## config.mk

```make
export PLATFORM = sky130hd
export DESIGN_NAME = alu_cmd_issuer
export DESIGN_NICKNAME = d
export VERILOG_FILES = /design/src/rtl/alu_pkg.sv /design/src/rtl/alu_cmd_fifo.sv /design/src/rtl/alu_cmd_issuer.sv
export SDC_FILE = /design/constraint.sdc
export NUM_CORES = 1
export LEC_CHECK = 0
export CAP_MARGIN = 20
export CORE_ASPECT_RATIO = 1.4
export CORE_MARGIN = 2
export CORE_UTILIZATION = 50
export CTS_BUF_LIST = sky130_fd_sc_hd__clkbuf_8
export DETAILED_ROUTE_END_ITERATION = 10
export HOLD_SLACK_MARGIN = 0.03
export PLACE_DENSITY = 0.75
export SETUP_SLACK_MARGIN = 0.2
export SLEW_MARGIN = 15
export SYNTH_ARGS = -nofsm -noshare
export SYNTH_HDL_FRONTEND = slang
export SYNTH_SLANG_ARGS = --single-unit
```

## constraint.sdc

```tcl
create_clock -name clk -period 4.2 [get_ports clk]
set_input_delay 0.42 -clock clk [delete_from_list [all_inputs] [get_ports clk]]
set_output_delay 0.42 -clock clk [all_outputs]
set_load 0.03 [all_outputs]
```

## src/rtl/alu_pkg.sv

```systemverilog
// rtl/alu_pkg.sv - shared opcodes, FSM states and flag indices for the ALU command issuer (ALU_ISSUER_ACCUM_EN adds use_acc to the command payload)
package alu_pkg;

    localparam logic [2:0] OP_ADD = 3'b000;
    localparam logic [2:0] OP_SUB = 3'b001;
    localparam logic [2:0] OP_AND = 3'b010;
    localparam logic [2:0] OP_OR  = 3'b011;
    localparam logic [2:0] OP_XOR = 3'b100;
    localparam logic [2:0] OP_NOT = 3'b101;
    localparam logic [2:0] OP_SHL = 3'b110;
    localparam logic [2:0] OP_SHR = 3'b111;

    // Bit positions inside alu_flag / rsp_flag
    localparam int FLAG_OVF  = 2;
    localparam int FLAG_ZERO = 1;

    // The use_acc bit only travels through the FIFO when the accumulator exists
`ifdef ALU_ISSUER_ACCUM_EN
    localparam int CMD_ACC_BITS = 1;
`else
    localparam int CMD_ACC_BITS = 0;
`endif

    typedef enum logic [1:0] {
        IDLE    = 2'd0,
        ISSUE   = 2'd1,
        RESPOND = 2'd2
    } state_e;

endpackage

```

## src/rtl/alu_cmd_fifo.sv

```systemverilog
// rtl/alu_cmd_fifo.sv - command FIFO with wrap-bit pointers, payload {use_acc, op, b, a} (use_acc only with ALU_ISSUER_ACCUM_EN)
module alu_cmd_fifo
    import alu_pkg::*;
#(
    parameter int W     = 4,
    parameter int DEPTH = 4,
    localparam int PW   = 2 * W + 3 + CMD_ACC_BITS
) (
    input  logic          clk,
    input  logic          rst,
    input  logic          push_i,
    output logic          ready_o,
    input  logic [PW-1:0] data_i,
    input  logic          pop_i,
    output logic [PW-1:0] data_o,
    output logic          empty_o
);

    localparam int AW = $clog2(DEPTH);

    logic [PW-1:0] mem_q [DEPTH];
    logic [AW:0]   wr_ptr_q;
    logic [AW:0]   rd_ptr_q;
    logic          full;
    logic          do_push;
    logic          do_pop;

    // Same index with opposite wrap bits means the writer lapped the reader
    assign full    = (wr_ptr_q[AW] != rd_ptr_q[AW]) &&
                     (wr_ptr_q[AW-1:0] == rd_ptr_q[AW-1:0]);
    assign empty_o = (wr_ptr_q == rd_ptr_q);
    assign ready_o = !full;
    assign do_push = push_i && !full;
    assign do_pop  = pop_i && !empty_o;
    assign data_o  = mem_q[rd_ptr_q[AW-1:0]];

    // Pointer update; the index field wraps modulo DEPTH, the top bit toggles per lap
    always_ff @(posedge clk or posedge rst) begin
        if (rst) begin
            wr_ptr_q <= '0;
            rd_ptr_q <= '0;
        end else begin
            if (do_push) wr_ptr_q <= wr_ptr_q + (AW+1)'(1);
            if (do_pop)  rd_ptr_q <= rd_ptr_q + (AW+1)'(1);
        end
    end

    // Storage needs no reset: an entry is only read after it was written
    always_ff @(posedge clk) begin
        if (do_push) mem_q[wr_ptr_q[AW-1:0]] <= data_i;
    end

endmodule

```

## src/rtl/alu_cmd_issuer.sv

```systemverilog
// rtl/alu_cmd_issuer.sv - queues ALU commands, issues them to an external ALU and holds each response (ALU_ISSUER_ACCUM_EN enables the accumulator)
module alu_cmd_issuer
    import alu_pkg::*;
#(
    parameter int W     = 4,
    parameter int DEPTH = 4
) (
    input  logic         clk,
    input  logic         rst,
    input  logic         cmd_valid,
    output logic         cmd_ready,
    input  logic [W-1:0] cmd_a,
    input  logic [W-1:0] cmd_b,
    input  logic [2:0]   cmd_op,
    input  logic         cmd_use_acc,
    output logic [W-1:0] alu_a,
    output logic [W-1:0] alu_b,
    output logic [2:0]   alu_op,
    input  logic [W-1:0] alu_result,
    input  logic [2:0]   alu_flag,
    output logic         rsp_valid,
    input  logic         rsp_ready,
    output logic [W-1:0] rsp_result,
    output logic [2:0]   rsp_flag
);

    localparam int PW = 2 * W + 3 + CMD_ACC_BITS;

    state_e        state_q, state_d;
    logic [PW-1:0] wr_data, rd_data;
    logic          fifo_empty;
    logic          pop;
    logic [W-1:0]  head_a, head_b;
    logic [2:0]    head_op;
    logic [W-1:0]  alu_a_q, alu_a_d, alu_b_q, alu_b_d;
    logic [2:0]    alu_op_q, alu_op_d;
    logic [W-1:0]  rsp_result_q, rsp_result_d;
    logic [2:0]    rsp_flag_q, rsp_flag_d;
    logic [1:0]    unused_flag;

    // Only the overflow bit of the ALU flags is meaningful here
    assign unused_flag = alu_flag[1:0];

`ifdef ALU_ISSUER_ACCUM_EN
    logic         head_use_acc;
    logic [W-1:0] acc_q, acc_d;

    assign wr_data = {cmd_use_acc, cmd_op, cmd_b, cmd_a};
    assign {head_use_acc, head_op, head_b, head_a} = rd_data;
`else
    logic unused_use_acc;

    assign unused_use_acc = cmd_use_acc;
    assign wr_data = {cmd_op, cmd_b, cmd_a};
    assign {head_op, head_b, head_a} = rd_data;
`endif

    alu_cmd_fifo #(
        .W     (W),
        .DEPTH (DEPTH)
    ) u_fifo (
        .clk     (clk),
        .rst     (rst),
        .push_i  (cmd_valid),
        .ready_o (cmd_ready),
        .data_i  (wr_data),
        .pop_i   (pop),
        .data_o  (rd_data),
        .empty_o (fifo_empty)
    );

    // FSM state register
    always_ff @(posedge clk or posedge rst) begin
        if (rst) state_q <= IDLE;
        else     state_q <= state_d;
    end

    // FSM next state: one cycle each for pop, capture and (at least) respond
    always_comb begin
        state_d = state_q;
        case (state_q)
            IDLE:    if (!fifo_empty) state_d = ISSUE;
            ISSUE:   state_d = RESPOND;
            RESPOND: if (rsp_ready) state_d = IDLE;
            default: state_d = IDLE;
        endcase
    end

    // FSM outputs: pop and load ALU operands in IDLE, capture the result in ISSUE
    always_comb begin
        pop          = 1'b0;
        alu_a_d      = alu_a_q;
        alu_b_d      = alu_b_q;
        alu_op_d     = alu_op_q;
        rsp_result_d = rsp_result_q;
        rsp_flag_d   = rsp_flag_q;
`ifdef ALU_ISSUER_ACCUM_EN
        acc_d        = acc_q;
`endif
        case (state_q)
            IDLE: begin
                if (!fifo_empty) begin
                    pop      = 1'b1;
                    alu_a_d  = head_a;
                    alu_b_d  = head_b;
                    alu_op_d = head_op;
`ifdef ALU_ISSUER_ACCUM_EN
                    // acc_q already holds the previous result by the time we are back in IDLE
                    if (head_use_acc) alu_a_d = acc_q;
`endif
                end
            end
            ISSUE: begin
                rsp_result_d            = alu_result;
                rsp_flag_d              = '0;
                rsp_flag_d[FLAG_OVF]    = alu_flag[FLAG_OVF];
                rsp_flag_d[FLAG_ZERO]   = (alu_result == '0);
`ifdef ALU_ISSUER_ACCUM_EN
                acc_d                   = alu_result;
`endif
            end
            default: ;
        endcase
    end

    // Datapath registers; everything clears asynchronously so in-flight work is discarded
    always_ff @(posedge clk or posedge rst) begin
        if (rst) begin
            alu_a_q      <= '0;
            alu_b_q      <= '0;
            alu_op_q     <= OP_ADD;
            rsp_result_q <= '0;
            rsp_flag_q   <= '0;
        end else begin
            alu_a_q      <= alu_a_d;
            alu_b_q      <= alu_b_d;
            alu_op_q     <= alu_op_d;
            rsp_result_q <= rsp_result_d;
            rsp_flag_q   <= rsp_flag_d;
        end
    end

`ifdef ALU_ISSUER_ACCUM_EN
    // Accumulator tracks the most recent captured result
    always_ff @(posedge clk or posedge rst) begin
        if (rst) acc_q <= '0;
        else     acc_q <= acc_d;
    end
`endif

    assign alu_a      = alu_a_q;
    assign alu_b      = alu_b_q;
    assign alu_op     = alu_op_q;
    assign rsp_valid  = (state_q == RESPOND);
    assign rsp_result = rsp_result_q;
    assign rsp_flag   = rsp_flag_q;

endmodule

```

# Yosys cells after proc, flatten, opt, wreduce, memory -nomap -nowiden
# Memories as Yosys holds them, arrays and structs flattened. A register that Yosys moved wholly into a read port is not among the register bits.
# Index checks and enable logic that the tools add are counted.
# totals
memories	1
output_inout_bits	20
inputBits	23
reg_bits	14
mem_bits_rw	44
# memory_table
memory	words	width	rd	rd_ports_with_merged_regs	write_ports	line_no	text
u_fifo.mem_q	4	11	1	1	1	alu_cmd_fifo.sv:21	logic [PW-1:0] mem_q [DEPTH];
# op_classes
add_sub_neg	2
eq_ne	7
n_bitwise	1
n_reduce_logical	9
n_mux	7
# ops
operator	count
$add A3 B1 Y3 const B	2
$pmux W2 S3	1
$logic_not A4 Y1	1
$mux W1	4
$mux W2	2
$reduce_and A2 Y1	2
$eq A3 B3 Y1	1
$logic_and A1 B1 Y1	3
$eq A2 B1 Y1 const B	1
$eq A2 B2 Y1	1
$eq A2 B2 Y1 const B	1
$logic_not A1 Y1	2
$logic_not A2 Y1	1
$ne A2 B1 Y1 const B	1
$ne A2 B2 Y1 const B	1
$ne A1 B1 Y1	1
$not A1 Y1	1

# Depth between registers and ports, before layout
# logic_depth
ltp_word	6
mapped_depth	4

# By module
# From an unflattened synthesis, not the netlist that was laid out.
# unflattened
cells_unflattened	155
hier_area_um2	2906.5
# by_module_without_submodules
module	cells_per_inst	instances	area_each_um2
alu_cmd_fifo	107	1	2092.0
alu_cmd_issuer	48	1	814.5

# Worst setup path before layout
# Ideal clock, no wire load.
# synth_timing
path_type	reg2reg
from	reg u_fifo.rd_ptr_q[0]
to	mem u_fifo.mem_q[3][0] in the netlist's numbering (enable)
stages_incl_launch_ff	3
arrival_ns	1.431
n_path_buf	0
synth_period_minus_slack_ns	1.820
slack_ns	2.380
path_cell_list	dfrtp_1 > xnor2_2 > a31oi_1
# synth_between
elab_chain_cells	6
# synth_rtl
item	line_no	text
start, declared	alu_cmd_fifo.sv:23	logic [AW:0] rd_ptr_q;
start signal, assigned	alu_cmd_fifo.sv:44	if (do_pop) rd_ptr_q <= rd_ptr_q + (AW+1)'(1);
$eq A2 B2 Y1	alu_cmd_fifo.sv:30	(wr_ptr_q[AW-1:0] == rd_ptr_q[AW-1:0]);
$logic_and A1 B1 Y1	alu_cmd_fifo.sv:29	assign full = (wr_ptr_q[AW] != rd_ptr_q[AW]) &&
$logic_not A1 Y1	alu_cmd_fifo.sv:33	assign do_push = push_i && !full;
$logic_and A1 B1 Y1	alu_cmd_fifo.sv:33	
$mux W1	alu_cmd_fifo.sv:50	if (do_push) mem_q[wr_ptr_q[AW-1:0]] <= data_i;
$mux W1 (not written as such)	alu_cmd_fifo.sv:50	
end, declared	alu_cmd_fifo.sv:21	
# No other way between the ends.

# Worst setup path in the final report
# layout_timing
from	reg u_fifo.rd_ptr_q[0]
to	out cmd_ready
# layout_between
elab_chain_cells	3
# layout_rtl
item	line_no	text
$eq A2 B2 Y1	alu_cmd_fifo.sv:30	
$logic_and A1 B1 Y1	alu_cmd_fifo.sv:29	
$logic_not A1 Y1	alu_cmd_fifo.sv:32	assign ready_o = !full;
end, declared	alu_cmd_issuer.sv:11	output logic cmd_ready,
# No other way between the ends.

==> key figures <==
Run status
  • Status: complete, no violations

Placement
  • RePlAce Congestion: 0.692
  • # port buffers: 38
  • DP HPWL: 3110 um

CTS
  • CTS tree: done
  • Post_cts resized: 0
  • Clock buffer depth: 2
  • Hold Buf Count CTS: 0
  • Clk_lat worst skew: 0.33 ns
  • H-tree levels: 3
  • TritonCTS buffer count: 9
  • Clock sink total: 69
  • Clk pin slew, worst setup/hold paths: 0.07 ns
  • Post-CTS setup buffer count: 0
  • Clk root buf: clkbuf_8

Synth
  • Distinct cell type count after synthesis: 27
  • Yosys Warn Count: 0
  • Sequential fraction of the synthesis area: 0.709
  • Top post-synthesis cells by area: edfxtp_1 48%, dfrtp_1 23%, mux4_2 8.2%, mux2_2 4.1%, mux2_4 3.3%
  • Synthesized area per cell: about 20 um2
  • Synth top area share: 0.481
  • Syn nets: 167
  • Post-synth top area cell: edfxtp_1
  • Netlist area before placement: about 0.0027 mm2
  • Register bit total from synthesis: 69
  • Cells after synthesis: 139

Setup path
  • Buffer and inverter count on the worst path: 1
  • Worst setup SP type: flop
  • Reg2reg start: u_fifo.rd_ptr_q[0]
  • Worst setup path startpoint: u_fifo.rd_ptr_q[0]
  • CP peak stage delay: 0.92 ns
  • WP data arrival: 2.30 ns
  • R2R cell count: 3
  • Crit Path Max Fanout: 14
  • CP top delay family: flip-flops
  • Cells along the critical path: xnor2_2 -> nand3_1 -> clkdlybuf4s50_1
  • Critical Path Sink Type: output port
  • Critical path class: flop to output port
  • CP Depth: 3
  • Worst path required time: 3.78 ns
  • Worst path slowest cell: dfrtp_1

Routing
  • Pre-antenna DRT Iters: 4
  • Routed WL: roughly 4600 um
  • Vias/cell: ~5.3
  • DRC Markers: 0
  • Vias post-DR: about 1,400
  • Post-route ant nets: 0
  • Starting DRT DRC Count: 44
  • Routed met2 length: around 2600 um
  • WL met3: 160 um
  • Uppermost layer routed: met4
  • Met1 Routed Length: 1760 um
  • WL/cell: 17.9 um

Timing
  • Period minus WS final: 2.72 ns
  • Count of final hold-check violations: 0
  • Worst-Margin Slew: a little under 0.9 ns
  • Slew Limit Fails: 0
  • Final worst-path cycle share: 0.647
  • Setup TNS: 0 ns
  • Final setup viols: 0
  • Fin Clk Skew: 0.00960 ns
  • Relative slew slack: 0.412
  • RSZ-0062 raised after global routing: no
  • Max Clk Rate: 0.368 GHz

Global route
  • Total Routing Usage GR: 0.168
  • GR Overflow Total: 0
  • Pin count of the biggest net entering global routing: 26
  • First-pass GRT wire length: 7060 um
  • Initial antenna violation count: 0
  • Number of global-route vias before repair: 1,469

Final layout
  • # diodes: 0
  • Final Util: 0.649
  • Nets: ~210
  • Layout area overhead: 23.7%
  • Share of cells above drive strength 1: 0.237

Power
  • Combinational cell fraction of total power: 0.405
  • Pleak: 1.29 nW
  • Sw Ratio: 0.339
  • Clock Power Share: 0.182
  • Internal: 0.00181 W
  • PD cells: 805 mW/mm2
  • Switch Pwr: about 0.00093 W
  • Max rail drop VDD: about 0.36 mV
  • Sequential share of power: 0.413

Job
  • Max Cap Violations: 0

Floorplanning
  • Die Wd: 66.7 um
  • Die extent in y: 91.7 um
  • Top Ports: 43
  • Die area: 0.00611 mm2
  • Starting Density: 0.525
  • Cell Rows: 31
  • Core Box Area: 0.00524 mm2

Hold path
  • Hold crit path type: input pin to asynchronous set/reset pin
-- final cells by class --
cell class,count,area [um2]
clock inverters,6,50.0
multi-input cells,59,744
well taps,66,82.6
flip-flops and latches,69,1950
fillers,361,1840
repair buffers,40,415
clock buffers,10,138
inverters,6,22.5
-- metrics by stage --
step                      instances  cell area (um2)  hold slack (ns)  setup WS (ns)  power (W)
after floorplan                 139             2750            0.447           2.38    0.00192
after global placement          239             3180            0.465           1.74    0.00221
after detailed placement        239             3180            0.491           1.65    0.00227
after CTS                       255             3370            0.505           1.41    0.00277
after global routing            256             3400            0.336           1.30    0.00288
final                           256             3400            0.333           1.48    0.00274
-- kinds of logic after synthesis --
group | count (synthesis) | share of synthesized area
buffers and inverters | 11 | 0.0205
DFF | 69 | 0.709
AOI/OAI and AO/OA | 6 | 0.0214
and+or+nand+nor | 10 | 0.0209
muxes | 29 | 0.174
other | 1 | 0.00136
xor gates and xnor gates | 8 | 0.0310
adders and majority gates | 5 | 0.0228
-- cell usage after synthesis --
library cell / instances
buf_6: 1
inv_1: 6
mux4_2: 10
or2_2: 1
a311oi_1: 1
edfxtp_1: 44
conb_1: 1
clkbuf_1: 2
dfrtp_1: 25
o21ai_0: 2
xnor2_2: 2
and2_1: 3
xnor2_1: 2
mux2_1: 2
mux4_1: 1
nand2_1: 2
a31oi_2: 1
or4_1: 1
buf_4: 2
mux2_4: 6
nand3_1: 1
nand2b_1: 2
ha_1: 5
a31oi_1: 1
a31oi_4: 1
mux2_2: 10
xor2_1: 4
-- registers in the layout (all words and copies together), names as in the netlist --
name	count
rsp_flag	2
u_fifo.wr_ptr_q	3
rsp_result	4
alu_op	3
u_fifo.rd_ptr_q	3
alu_b	4
state_q	2
u_fifo.mem_q	44
alu_a	4
-- worst reg2reg max path: stages, from the launching register on --
cell and delay [ns]:
dfrtp_1 0.92, xnor2_2 0.24, a31oi_2 0.36, and2_1 0.59
-- power groups by stage --
| stage | registers, W | clock network, W | logic (W) |
|---|---|---|---|
| 5_1_grt | 0.00116 | 0.000543 | 0.00118 |
| 3_3_place_gp | 0.00113 | 0 | 0.00108 |
| 2_1_floorplan | 0.00123 | 0 | 0.000683 |
| 3_5_place_dp | 0.00115 | 0 | 0.00112 |
| 4_1_cts | 0.00113 | 0.000511 | 0.00112 |
| 6_report | 0.00113 | 0.000498 | 0.00111 |
-- final timing paths --
kind                                        to  slack, ns
max                                  cmd_ready       1.48
min                                  alu_op[2]       0.33
max reg2reg                u_fifo.mem_q[2][10]       1.73
min reg2reg                      rsp_result[0]       0.50
max in group asynchronous   u_fifo.rd_ptr_q[0]       3.47
min in group clk                 rsp_result[0]       0.50
-- placed cells by master (no fill, tap or decap), types with 2 or more instances in the layout --
master	count
edfxtp_1	44
clkdlybuf4s50_1	38
dfrtp_1	25
mux2_2	10
mux4_2	10
inv_1	10
clkbuf_8	10
mux2_4	6
ha_1	5
xor2_1	4
and2_1	3
xnor2_1	2
xnor2_2	2
mux2_1	2
nand2b_1	2
nand2_1	2
o21ai_0	2
-- routing by layer --
layer / vias up / GRT usage
met1: 706 / 0.169
met4: 0 / 0.102
li1: 621 / -
met2: 27 / 0.301
met3: 8 / 0.0380
met5: - / 0
(Power assumes the default switching activity.)
==> patch 1: new RTL, config.mk and constraints unchanged <==
Encoding of `state_e`: now one-hot (3 bits for 3 states).
--- a/src/rtl/alu_pkg.sv
+++ b/src/rtl/alu_pkg.sv
@@ -23,6 +23,6 @@
 
-    typedef enum logic [1:0] {
-        IDLE    = 2'd0,
-        ISSUE   = 2'd1,
-        RESPOND = 2'd2
+    typedef enum logic [2:0] {
+        IDLE    = 3'b001,
+        ISSUE   = 3'b010,
+        RESPOND = 3'b100
     } state_e;
Function: same outputs for any inputs over 10 cycles, from zero or initial values and one cycle with rst high; not proved beyond that.
==> patch 1 against the unedited design <==
Cell count increased by 3.5%; utilization about the same; synthesized area increased by 2.9%; setup slack improved by 0.078 ns; first-iteration DRC count decreased by 11%; clock skew about the same; critical path type unchanged; total power increased by 9.8%; combinational power increased by 7%; final area increased by 4.7%; wire length unchanged; largest cell class unchanged; non-clock buffer count increased by 1; sequential cell count increased by 1; clock power increased by 38%.
==> patch 1: results (changes against the unedited design) <==
power:
  max-vdd-ir-drop_mv: 0.395  # +9.2%
  intPower_uw: 2030  # +12%
  p_leak_uw: 0.00134  # +4.1%
cells_and_area:
  multi_input_area_share: 0.223  # +0.00448
  final_layout_size_suffix_gt1_frac: 0.284  # +0.0474
  seqCellArea_sq_um: 1970  # +1.3%
  n_all_buffers: 41  # +2.5%
  inv_count: 6  # unchanged
  n_fill_cell: 358  # -0.83%
  fin_nets: 220  # +3.3%
  buf_share: 0.119  # -0.00343
  largest_reg_flops: 44  # unchanged
  final-clk-cell-share: 0.0734  # +0.0182
  seq_cells: 70  # +1.4%
  nMultiInputCombCells: 64  # +8.5%
synthesis:
  yosys.area_share.xor_xnor: 0.0301  # -0.000877
  yosys.cell_types.count: 32  # +19%
  ys_seq_area_frac: 0.698  # -0.0108
  ys.warnings.count: 0  # unchanged
  synth_common_cells: "44 x edfxtp_1, 25 x dfrtp_1, 11 x mux2_2, 11 x mux4_2, 8 x mux2_4"
  yosys.area_share.adder: 0.0221  # -0.000645
  synth_compound_area_frac: 0.0248  # +0.00338
  synth_nets: 172  # +3.0%
  synth_mux_area_frac: 0.174  # +0.000397
  async_flop_share: 0.371  # +0.00911
  yosys-top-cells-area: "edfxtp_1 47%, dfrtp_1 22%, mux4_2 8.8%"
grt:
  grt_first_pass_wirelength_mm: 7.58  # +7.4%
  grt_max_degree: 27  # +3.8%
  grt_pass1_vias: 1464  # -0.34%
  grt_usage: 0.175  # +0.00740
sta:
  maxSlewHeadroom: 0.543  # +0.131
  fin_skew_ns: 0.00925  # -0.000355 ns
worst_setup_path:
  cpMaxStageDelayCell: "dfrtp_1"
  cp_slowest_stage_delay_ns: 0.79  # -0.13 ns
  arrival_ns: 2.22  # -0.08 ns
detailed_routing:
  firstDrtPassIters: 3  # -1
  avgViaCountPerCell: 5.31  # -0.28%
  drtIter0Drc: 39  # -11%
placement:
  place_congestion: 0.667  # -3.6%
  hpwl_mm: 3.00  # -3.5%
  dp_slack_ns: 1.80  # +0.143 ns
status:
  status: "finished, final reports clean"
patch 1: cell count changes in the layout (fill, tap and decap cells not counted), sizes merged, moves of 2 or more:
cell / unedited run / this run
clkinv: 1 / 3
inv: 10 / 6
nor2: 0 / 2
bufinv: 1 / 4
patch 1: power groups by stage:
| stage | Clock, uW | Combinational [uW] | Sequential [uW] |
|---|---|---|---|
| after detailed placement | 0 | 1200 | 1140 |
| final | 688 | 1190 | 1120 |
| after CTS | 698 | 1200 | 1130 |
| after global placement | 0 | 1170 | 1130 |
| after global routing | 726 | 1280 | 1160 |
| after floorplan | 0 | 731 | 1260 |
patch 1: worst max-delay path: cells and delay by family, from the launching register on:
kind                   cells  cell delay, ns
XOR/XNOR                   1            0.27
buffers and inverters      1            0.68
flip-flops                 1            0.79
AND/OR/NAND/NOR            1            0.16
patch 1: metrics by stage:
stage	instances	instance area [sq um]
final	265	3560
after global placement	248	3270
after global routing	265	3560
after detailed placement	248	3270
after floorplan	144	2830
after CTS	264	3530
patch 1: path summary, 6_finish.rpt:
kind	startpoint	to	slack [ns]	cells past startpoint
worst max-delay path	u_fifo.rd_ptr_q[1]$_DFFE_PP0P_	cmd_ready	1.56	3
max in group asynchronous	rst	state_q[0]$_DFFE_PP1P_	3.44	3
worst min-delay path	rst	rsp_flag[1]$_DFFE_PP0N_	0.31	2
worst min register to register	rsp_result[3]$_DFFE_PP0N_	rsp_result[3]$_DFFE_PP0N_	0.51	1
min in group clk	rsp_result[3]$_DFFE_PP0N_	rsp_result[3]$_DFFE_PP0N_	0.51	1
worst max register to register	u_fifo.rd_ptr_q[1]$_DFFE_PP0P_	u_fifo.mem_q[2][9]$_DFFE_PP_	1.82	3
patch 1: layer usage:
metal  track usage  routed length [um]
met4         0.102                 114
met3        0.0337                 152
met5             0                   0
met2         0.280                2490
met1         0.218                1830
==> patch 2: new RTL, same settings <==
Made on the original files. `W` is set to 4 in 2 places; all go to 6.
--- a/src/rtl/alu_cmd_fifo.sv
+++ b/src/rtl/alu_cmd_fifo.sv
@@ -4,3 +4,3 @@
 #(
-    parameter int W     = 4,
+    parameter int W     = 6,
     parameter int DEPTH = 4,
--- a/src/rtl/alu_cmd_issuer.sv
+++ b/src/rtl/alu_cmd_issuer.sv
@@ -4,3 +4,3 @@
 #(
-    parameter int W     = 4,
+    parameter int W     = 6,
     parameter int DEPTH = 4
Interface: changed (6 resized); port bits go from 43 to 55. No check against the original RTL was run, so the function may have changed too.
==> patch 2 against the unedited design <==
Setup slack gained 0.032 ns; critical path depth is the same; clock power rose by 11%; sequential cell count rose by 22; total power increased by 23%; hold slack better by 0.11 ns; final area is 28% higher; non-clock buffer count up 13; die area is 28% higher; synthesized cell count is 25% higher; wire length grew 21%; largest cell class unchanged; synthesized area grew 30%; sequential power up 26%; cell count rose by 29%.
==> patch 2: results (changes against the unedited design) <==
worst_setup_path:
  cp_slowest_stage_delay_ns: 0.87  # -0.05 ns
  r2r_setup_slack_ns: 1.59  # -0.14 ns
  path_max_fanout: 19  # +5
  arrival_ns: 2.27  # -0.03 ns
synthesis:
  synth_edf_count: 60  # +36%
  async_flop_share: 0.341  # -0.0217
  synth_nets: 208  # +25%
  yosys-top-cells-area: "edfxtp_1 51%, dfrtp_1 22%, mux4_2 6.3%"
  synth_common_cells: "60 x edfxtp_1, 31 x dfrtp_1, 16 x mux2_2, 10 x mux4_2, 8 x mux2_4"
cells_and_area:
  fin_nets: 264  # +24%
  n_fill_cell: 543  # +50%
  largest_reg_flops: 60  # +36%
  final_layout_size_suffix_gt1_frac: 0.234  # -0.00280
grt:
  grt_max_degree: 32  # +23%
  grt_pass1_vias: 1786  # +22%
  grt_first_pass_wirelength_mm: 8.71  # +23%
  use_met2: 0.263  # -0.0375
  use_met3: 0.0300  # -0.00800
  grt_usage: 0.157  # -0.0104
  met1_usage: 0.184  # +0.0145
detailed_routing:
  routedWlPerCell_um: 16.7  # -6.4%
  drtIter0Drc: 42  # -4.5%
status:
  status: "finished, final reports clean"
placement:
  hpwl_mm: 3.46  # +11%
  port_buffers: 50  # +32%
  place_congestion: 0.730  # +5.5%
power:
  max-vdd-ir-drop_mv: 0.516  # +43%
sta:
  hold_slack_ns: 0.440  # +0.107 ns
  fin_skew_ns: 0.0105  # +0.000932 ns
cts:
  clk_latency_ns: 0.36  # +0.03 ns
  clkTransAtPathRegs_ns: 0.10  # +0.03 ns
  cts_max_level: 3  # unchanged
[patch 2: routing by layer]
layer	share of wire	routed length [um]	vias to the layer above
met5	0	0	-
met4	0.023	129	0
met3	0.041	226	10
met2	0.55	3030	47
met1	0.39	2140	863
li1	-	-	785
[patch 2: worst register-to-register path, cell delays in order, from the launching register on]
cell and delay (ns):
dfrtp_1 0.87, xnor2_1 0.24, a31oi_1 0.41, and2_1 0.72
[patch 2: area by class of cell]
| class | instances | area share |
|---|---|---|
| clock buffers | 9 | 0.0286 |
| clock inverters | 7 | 0.0150 |
| multi-input cells | 70 | 0.210 |
| inverters | 5 | 0.00433 |
| flip-flops and latches | 91 | 0.595 |
| repair buffers | 53 | 0.121 |
| well taps | 95 | 0.0274 |
[patch 2: through the flow]
stage / std cells / area [sq um] / setup slack [ns] / util
2_1_floorplan: 174 / 3560 / 2.15 / -
3_5_place_dp: 314 / 4150 / 1.47 / 0.598
6_report: 330 / 4340 / 1.51 / 0.625
3_3_place_gp: 314 / 4150 / 1.46 / 0.598
5_1_grt: 330 / 4340 / 1.35 / 0.625
4_1_cts: 330 / 4330 / 1.41 / 0.625
[patch 2: cell families (layout without fill, tap and decap cells)]
group | Yosys count | in the layout | share of synthesized area
compound gates | 6 | 6 | 0.0123
xor+xnor | 9 | 9 | 0.0221
fa+ha+maj | 5 | 5 | 0.0176
buf+inv | 13 | 74 | 0.0242
flops | 91 | 91 | 0.723
mux | 39 | 39 | 0.184
other cells | 1 | 1 | 0.00105
simple gates | 10 | 10 | 0.0154
[patch 2: worst paths after layout]
| path | from | to |
|---|---|---|
| max reg2reg | u_fifo.rd_ptr_q[1]$_DFFE_PP0P_ | u_fifo.mem_q[1][13]$_DFFE_PP_ |
| min reg2reg | rsp_flag[1]$_DFFE_PP0N_ | rsp_flag[1]$_DFFE_PP0N_ |
| max in group asynchronous | rst | alu_b[1]$_DFFE_PP0P_ |
| max | u_fifo.rd_ptr_q[1]$_DFFE_PP0P_ | cmd_ready |
| min in group clk | rsp_flag[1]$_DFFE_PP0N_ | rsp_flag[1]$_DFFE_PP0N_ |
| min | rst | rsp_flag[2]$_DFFE_PP0N_ |
[patch 2: where the power goes]
group | switching [uW] | total [uW] | internal [uW]
combinational | 683 | 1390 | 706
clock | 323 | 552 | 229
sequential | 153 | 1420 | 1260
total | 1160 | 3360 | 2200
